$ cat config.mk
export PLATFORM = sky130hd
export DESIGN_NAME = mem_init_loader
export DESIGN_NICKNAME = d
export VERILOG_FILES = /design/src/rtl/init_pkg.sv /design/src/rtl/init_preset_rom.sv /design/src/rtl/mem_init_loader.sv
export SDC_FILE = /design/constraint.sdc
export NUM_CORES = 1
export LEC_CHECK = 0
export ABC_AREA = 1
export BUFFER_PORTS_ARGS = -buffer_cell sky130_fd_sc_hd__buf_2
export CORE_UTILIZATION = 47
export DETAILED_ROUTE_END_ITERATION = 8
export HOLD_SLACK_MARGIN = 0.06
export MAX_ROUTING_LAYER = met4
export PLACE_DENSITY = 0.71
export SYNTH_ARGS = -nofsm -noshare
export SYNTH_HDL_FRONTEND = slang
export SYNTH_SLANG_ARGS = --single-unit
$ cat constraint.sdc
create_clock -name CLK_50 -period 4.67 [get_ports CLK_50]
set_input_delay 1.1675 -clock CLK_50 [delete_from_list [all_inputs] [get_ports CLK_50]]
set_output_delay 1.1675 -clock CLK_50 [all_outputs]
set_load 0.03 [all_outputs]
$ cat src/rtl/init_pkg.sv
// Shared types for the RAM init loader: FSM states, preset table entry,
// and the depth helper used to size the clear sweep.
package init_pkg;

   typedef enum logic [1:0] {
      IDLE   = 2'd0,
      CLEAR  = 2'd1,
      PRESET = 2'd2,
      DONE   = 2'd3
   } init_state_t;

   // Table fields are stored wide; the loader keeps only the low bits it needs.
   localparam int unsigned PRESET_FIELD_W = 32;

   typedef struct packed {
      logic [PRESET_FIELD_W-1:0] addr;
      logic [PRESET_FIELD_W-1:0] data;
   } preset_entry_t;

   // Number of words in a RAM with the given address width.
   function automatic int unsigned depth_of(input int unsigned addr_width);
      return 32'd1 << addr_width;
   endfunction

endpackage

$ cat src/rtl/init_preset_rom.sv
// Constant table of preset words written into CPU RAM after the clear sweep.
// Entries at or beyond NUM_PRESETS read back as all-zero.
module init_preset_rom
   import init_pkg::*;
#(
   parameter int unsigned NUM_PRESETS = 4,
   parameter int unsigned IDX_W       = 14
) (
   input  logic [IDX_W-1:0] idx,
   output preset_entry_t    entry
);

   logic [31:0] idx_ext;

   assign idx_ext = 32'(idx);

   // Index lookup; later entries that repeat an address overwrite earlier ones in RAM.
   always_comb begin
      entry = '0;
      if (idx_ext < NUM_PRESETS) begin
         case (idx_ext)
            32'd0:   entry = '{addr: 32'h0000_0003, data: 32'h0000_BEEF};
            32'd1:   entry = '{addr: 32'h0000_0003, data: 32'h0000_1234};
            32'd2:   entry = '{addr: 32'h0000_0010, data: 32'h0000_0001};
            32'd3:   entry = '{addr: 32'h0000_0011, data: 32'h0000_0002};
            default: entry = '0;
         endcase
      end
   end

endmodule

$ cat src/rtl/mem_init_loader.sv
// Clears CPU and VGA RAM one word per cycle after reset, then writes the
// preset table into CPU RAM, holding the CPU stalled the whole time.
//
// Control protocol: cpu_hold is high from reset until the first DONE cycle;
// init_done pulses for that single cycle. start is looked at only while in
// DONE, where it relaunches the clear sweep on the next edge; elsewhere it is
// dropped, never remembered.
module mem_init_loader
   import init_pkg::*;
#(
   parameter int unsigned           ADDR_WIDTH  = 13,
   parameter int unsigned           DATA_WIDTH  = 16,
   parameter int unsigned           NUM_PRESETS = 4,
   parameter logic [DATA_WIDTH-1:0] CLEAR_VALUE = '0
) (
   input  logic                  CLK_50,
   input  logic                  reset,
   input  logic                  start,
   output logic [ADDR_WIDTH-1:0] wr_addr,
   output logic [DATA_WIDTH-1:0] wr_data,
   output logic                  cpu_ram_we,
   output logic                  vga_ram_we,
   output logic                  cpu_hold,
   output logic                  init_done
);

   localparam int unsigned DEPTH = depth_of(ADDR_WIDTH);
   // One extra bit so the last-address compare never aliases.
   localparam int unsigned CNT_W = ADDR_WIDTH + 1;
   localparam logic [CNT_W-1:0] LAST_CLEAR  = CNT_W'(DEPTH - 1);
   localparam logic [CNT_W-1:0] LAST_PRESET =
      (NUM_PRESETS == 0) ? '0 : CNT_W'(NUM_PRESETS - 1);

   init_state_t      state, state_nxt;
   logic [CNT_W-1:0] cnt, cnt_nxt;
   logic             first_flag;
   preset_entry_t    rom_entry;
   logic             unused_rom_bits;

   init_preset_rom #(
      .NUM_PRESETS (NUM_PRESETS),
      .IDX_W       (CNT_W)
   ) u_rom (
      .idx   (cnt),
      .entry (rom_entry)
   );

   // Upper table bits beyond the RAM widths are intentionally dropped.
   assign unused_rom_bits = ^{rom_entry.addr[PRESET_FIELD_W-1:ADDR_WIDTH],
                              rom_entry.data[PRESET_FIELD_W-1:DATA_WIDTH]};

   // State, counter and first-DONE-cycle flag registers.
   always_ff @(posedge CLK_50 or posedge reset) begin
      if (reset) begin
         state      <= IDLE;
         cnt        <= '0;
         first_flag <= 1'b0;
      end else begin
         state      <= state_nxt;
         cnt        <= cnt_nxt;
         first_flag <= (state_nxt == DONE) && (state != DONE);
      end
   end

   // Next-state and counter sequencing.
   always_comb begin
      state_nxt = state;
      cnt_nxt   = cnt;
      case (state)
         IDLE: begin
            state_nxt = CLEAR;
            cnt_nxt   = '0;
         end
         CLEAR: begin
            if (cnt == LAST_CLEAR) begin
               cnt_nxt   = '0;
               state_nxt = (NUM_PRESETS == 0) ? DONE : PRESET;
            end else begin
               cnt_nxt = cnt + CNT_W'(1);
            end
         end
         PRESET: begin
            if (cnt == LAST_PRESET) begin
               cnt_nxt   = '0;
               state_nxt = DONE;
            end else begin
               cnt_nxt = cnt + CNT_W'(1);
            end
         end
         DONE: begin
            if (start) begin
               state_nxt = CLEAR;
               cnt_nxt   = '0;
            end
         end
         default: begin
            state_nxt = IDLE;
            cnt_nxt   = '0;
         end
      endcase
   end

   // Write port and CPU control decoded from the registered state.
   always_comb begin
      wr_addr    = '0;
      wr_data    = '0;
      cpu_ram_we = 1'b0;
      vga_ram_we = 1'b0;
      cpu_hold   = 1'b1;
      init_done  = 1'b0;
      case (state)
         CLEAR: begin
            wr_addr    = cnt[ADDR_WIDTH-1:0];
            wr_data    = CLEAR_VALUE;
            cpu_ram_we = 1'b1;
            vga_ram_we = 1'b1;
         end
         PRESET: begin
            wr_addr    = rom_entry.addr[ADDR_WIDTH-1:0];
            wr_data    = rom_entry.data[DATA_WIDTH-1:0];
            cpu_ram_we = 1'b1;
         end
         DONE: begin
            cpu_hold  = 1'b0;
            init_done = first_flag;
         end
         default: begin
            cpu_hold = 1'b1;
         end
      endcase
   end

endmodule

* Yosys cells after proc, flatten, opt, wreduce, memory -nomap -nowiden
Cells that the tools add are included.
** Storage, ports and cells
- Bits in registers :: 17
- Latch bits :: 0
- RAM bits :: 0
- Bits in read-only memories :: 0
- Input port bits :: 3
- Memories kept :: 0
** Cells by class
- Add/subtract/negate cells :: 1
- $mul :: 0
- Divide/modulo/power cells :: 0
- $lt $le $gt $ge :: 1
- Equal/unequal tests :: 10
- Shifts and indexed selects :: 0
- Mux-type cells :: 16
- Bitwise operators :: 0
- Reduce and logical (&&, ||, !) cells :: 4
** Operators by type and width (count)
- $pmux W37 S4 :: 1
- $pmux W14 S4 :: 1
- $mux W45 :: 1
- $mux W14 :: 3
- $logic_not A32 Y1 :: 1
- $eq A14 B2 Y1 const B :: 2
- $pmux W13 S2 :: 1
- $mux W16 :: 1
- $add A14 B1 Y14 const B :: 1
- $eq A14 B1 Y1 const B :: 1
- $eq A14 B13 Y1 const B :: 1
- $lt A14 B3 Y1 const B :: 1
- $pmux W2 S4 :: 1
- $eq A2 B2 Y1 const B :: 3
- $mux W2 :: 3
- $mux W1 :: 4
- $ne A2 B2 Y1 const B :: 2
- $eq A2 B1 Y1 const B :: 1
- $logic_not A2 Y1 :: 1
- $reduce_or A2 Y1 :: 1
- $logic_and A1 B1 Y1 :: 1

* Longest topological paths before layout
- Depth after elaboration :: 5
- Mapped depth :: 11
- Gate-level depth less buffers :: 11

* Cells and area by module
From an unflattened synthesis, not the netlist that was laid out.
** Unflattened totals
- Cell total of the unflattened synthesis :: 332
- Area, all modules :: 2098.3 um^2
** Modules (own cells, without submodules)
- mem_init_loader :: instances 1, cells an instance 238, area each 1478.9 um^2, sequential area each 425.4 um^2
- init_preset_rom :: instances 1, cells an instance 94, area each 619.3 um^2, sequential area each 0.0 um^2

* Worst setup path after synthesis
Ideal clock, no wire load.
- Path kind :: flip-flop to output port
- From :: reg cnt[2]
- To :: out wr_data[10]
- Arrival time :: 1.978 ns
- Data required time :: 3.503 ns
- Path slack :: 1.524 ns
- Stages on the path, launching flop included :: 9
- Path buffers :: 2
- Path through :: dfrtp_1 buf_2 or2_1 nor2_2 nand2_1 nor2_2 inv_1 nor2_1 buf_4
** Between the ends
- Word-level cells in the longest chain between the ends :: 4
** RTL lines
- start, declared :: RTL line mem_init_loader.sv:35 : logic [CNT_W-1:0] cnt, cnt_nxt;
- start signal, assigned :: RTL line mem_init_loader.sv:60 : cnt <= cnt_nxt;
- parallel branches: the longest is 2 deep, another holds $lt A14 B3 Y1
- $mux W45 (*) :: RTL line init_preset_rom.sv:20 : if (idx_ext < NUM_PRESETS) begin
- $mux W16 (*) :: RTL line mem_init_loader.sv:111 : case (state)
- end, declared :: RTL line mem_init_loader.sv:20 : output logic [DATA_WIDTH-1:0] wr_data,
Mark *: on every way between the ends.

* Worst setup path in the final report
- From :: reg cnt[6]
- To :: out wr_data[3]
The elaborated chain is that of the path after synthesis.

==> results.json <==
{
  "netlist_area_um2": 1500,
  "grt_overflow": 0,
  "clock_latency_ns": 0.29,
  "yosys.area.top_type": "dfrtp_1",
  "nets": 265,
  "crit_path_start_kind": "register",
  "coreArea_um2": 3030,
  "fmax_mhz": 317,
  "power_frac_clock_pct": 34.6,
  "drcViolationCount": 0,
  "via_per_inst": 4.59,
  "required_ns": 3.50,
  "clk_path_buf_depth": 2,
  "switching_share_pct": 23.1,
  "seqCellArea_um2": 425,
  "yosysWarnings": 0,
  "drive_gt1_share_pct": 19.0,
  "die_x_um": 58.5,
  "dp_hpwl_um": 2150,
  "fill_cells": 315,
  "syn_area_per_cell_um2": 6.47,
  "area_delta_synth_final_pct": 8.92,
  "worstPathArrival_ns": 1.99,
  "boundaryPins": 36,
  "cts_resized": 0,
  "num_vias": 1360,
  "ant_nets": 0,
  "p_switching_mw": 0.0540,
  "netlist_top_cells_area": "dfrtp_1 (28%), nand2_1 (18%), inv_1 (9.5%), ha_1 (7.5%), nand3_1 (7.0%)",
  "ys_seq_elements": 17,
  "postCtsSetupBuffers": 0,
  "dpl_cell_area_um2": 1610,
  "end_kind": "primary output",
  "cts_tree": "done",
  "gp_congestion": 0.847,
  "grt_antenna_before_repair": 0,
  "timing.final.crit_share_pct": 67.6,
  "crit_type": "reg2out",
  "ys.flop_type": "dfrtp_1",
  "routed_wl_um": 2910,
  "slew_headroom_pct": 36.0,
  "slew_viol_final": 0,
  "netlist_instances": 232,
  "clock-root-buffer": "clkbuf_4",
  "maxCapViolCount": 0,
  "synth-edff-count": 0,
  "io_buffers": 33,
  "cts_buffers": 3,
  "tns_ns": 0,
  "clkSinkCount": 17,
  "yosysUniqueCellTypes": 26,
  "path_clk_slew_ns": 0.11,
  "grt_usage_pct": 19.3,
  "cp_max_fo": 7,
  "ys_async_sr_fraction_pct": 100,
  "drtIter0Drc": 49,
  "grt_pass1_vias": 1136,
  "die_area_um2": 3420,
  "grt_pass1_wl_um": 4890,
  "intPower_mw": 0.180,
  "combPwrFrac_pct": 2.5,
  "cts.hold.buffers_added": 0,
  "seqPwrFrac_pct": 63.0,
  "grt_max_degree": 19,
  "setup_viol": 0,
  "yosys.area.top_type_share_pct": 28.4,
  "period_needed_ns": 3.16,
  "synth_commonest_cells": "nand2_1 (70), inv_1 (38), nand3_1 (21), nor2_1 (21), dfrtp_1 (17)",
  "peakVddDrop_uv": 110,
  "fin_ws_ns": 1.51,
  "ys_seq_area_share_pct": 28.4,
  "tightest_slew_ns": 0.956,
  "drtPass1Iterations": 4,
  "rsz0062_at_grt": "false",
  "cellLeakagePower_nw": 1.03,
  "dp_slack_ns": 1.84,
  "hold_viol_final": 0,
  "yosysMostFrequentCell": "nand2_1",
  "dieHeight_um": 58.5,
  "skew_ns": 0.00503,
  "htreeDepth": 1,
  "status": "finished, final reports clean",
  "rows": 20,
  "hold_path_class": "reg2reg",
  "initial_utilization_pct": 49.5,
  "post_drt_wl_per_cell_um": 9.83,
  "p_per_area_nw_per_um2": 143,
  "multiInputGateArea_um2": 811,
  "fin_area_um2": 1630,
  "insertedDiodeCount": 0
}
[cells by family after synthesis]
kind of cell / after synthesis / share of synthesized area (%)
AND/OR/NAND/NOR: 129 / 37.0
buffers and inverters: 57 / 17.8
flip-flops: 17 / 28.4
XOR/XNOR: 10 / 5.84
AO/OA/AOI/OAI: 9 / 3.17
adder cells (fa/ha/maj): 9 / 7.51
other: 1 / 0.250
[through the flow]
step | util, % | cells | power, mW | hold slack [ns]
detailed placement | 53.1 | 292 | 0.156 | 0.554
global placement | 53.1 | 292 | 0.156 | 0.551
global route | 54.0 | 296 | 0.242 | 0.592
floorplan | - | 233 | 0.156 | 0.511
CTS | 54.0 | 296 | 0.237 | 0.580
finish | 54.0 | 296 | 0.234 | 0.576
[worst max-delay path, stage by stage, from the launching register on]
cell and delay, ns:
dfrtp_1 0.47, nor2_1 0.14, nand2_1 0.06, nor2_1 0.20
nand2_1 0.09, nor2_2 0.17, inv_1 0.07, nor2_1 0.23
buf_2 0.26
[area by class of cell]
class,count,area share [%]
inverter,38,8.73
timing repair buffer,34,10.6
tap,44,3.37
multi-input combinational,159,49.6
clock inverter,1,0.306
clock buffer,3,1.38
sequential,17,26.0
[worst paths after layout]
kind | startpoint | endpoint | slack (ns) | cells past startpoint
max reg2reg | state[0] | cnt[11] | 2.41 | 9
min in group asynchronous | reset | cnt[6] | 0.95 | 2
max | cnt[6] | wr_data[3] | 1.51 | 8
max in group asynchronous | reset | cnt[5] | 3.29 | 2
min reg2reg | cnt[13] | cnt[13] | 0.58 | 2
min | cnt[13] | cnt[13] | 0.58 | 2
[registers in the layout, summed over array words and instances (netlist names)]
name and flops:
cnt 14, first_flag 1, state 2
[cells in the final DEF, fill, tap and decap left out, types with 2 or more instances in the layout]
cell       n
nand4_1    2
or2_2      2
buf_2     33
nor3_1     2
dfrtp_1   17
clkbuf_4   3
or2_1      2
o21ai_0    3
a21oi_1    3
nand2_2    3
nor2_1    21
conb_1     2
inv_1     38
nand2_1   70
xor2_1     7
o21ai_1    2
nor2_2     4
nand3_1   21
ha_1       9
xnor2_1    3
[power by group through the flow]
| stage | combinational, mW | sequential [mW] | clock [mW] |
|---|---|---|---|
| 2_1_floorplan | 0.00560 | 0.150 | 0 |
| 3_3_place_gp | 0.00599 | 0.150 | 0 |
| 3_5_place_dp | 0.00604 | 0.150 | 0 |
| 4_1_cts | 0.00607 | 0.147 | 0.0839 |
| 5_1_grt | 0.00676 | 0.147 | 0.0881 |
| 6_report | 0.00579 | 0.147 | 0.0807 |
[routing by layer]
| layer | vias up | share of wire (%) | GRT usage [%] |
|---|---|---|---|
| li1 | 719 | - | - |
| met1 | 607 | 50 | 24.6 |
| met2 | 30 | 46 | 31.4 |
| met3 | 4 | 3.2 | 2.64 |
| met4 | 0 | 0.93 | 7.14 |
| met5 | - | 0 | - |
No activity file was read; power rests on OpenSTA's default activity.
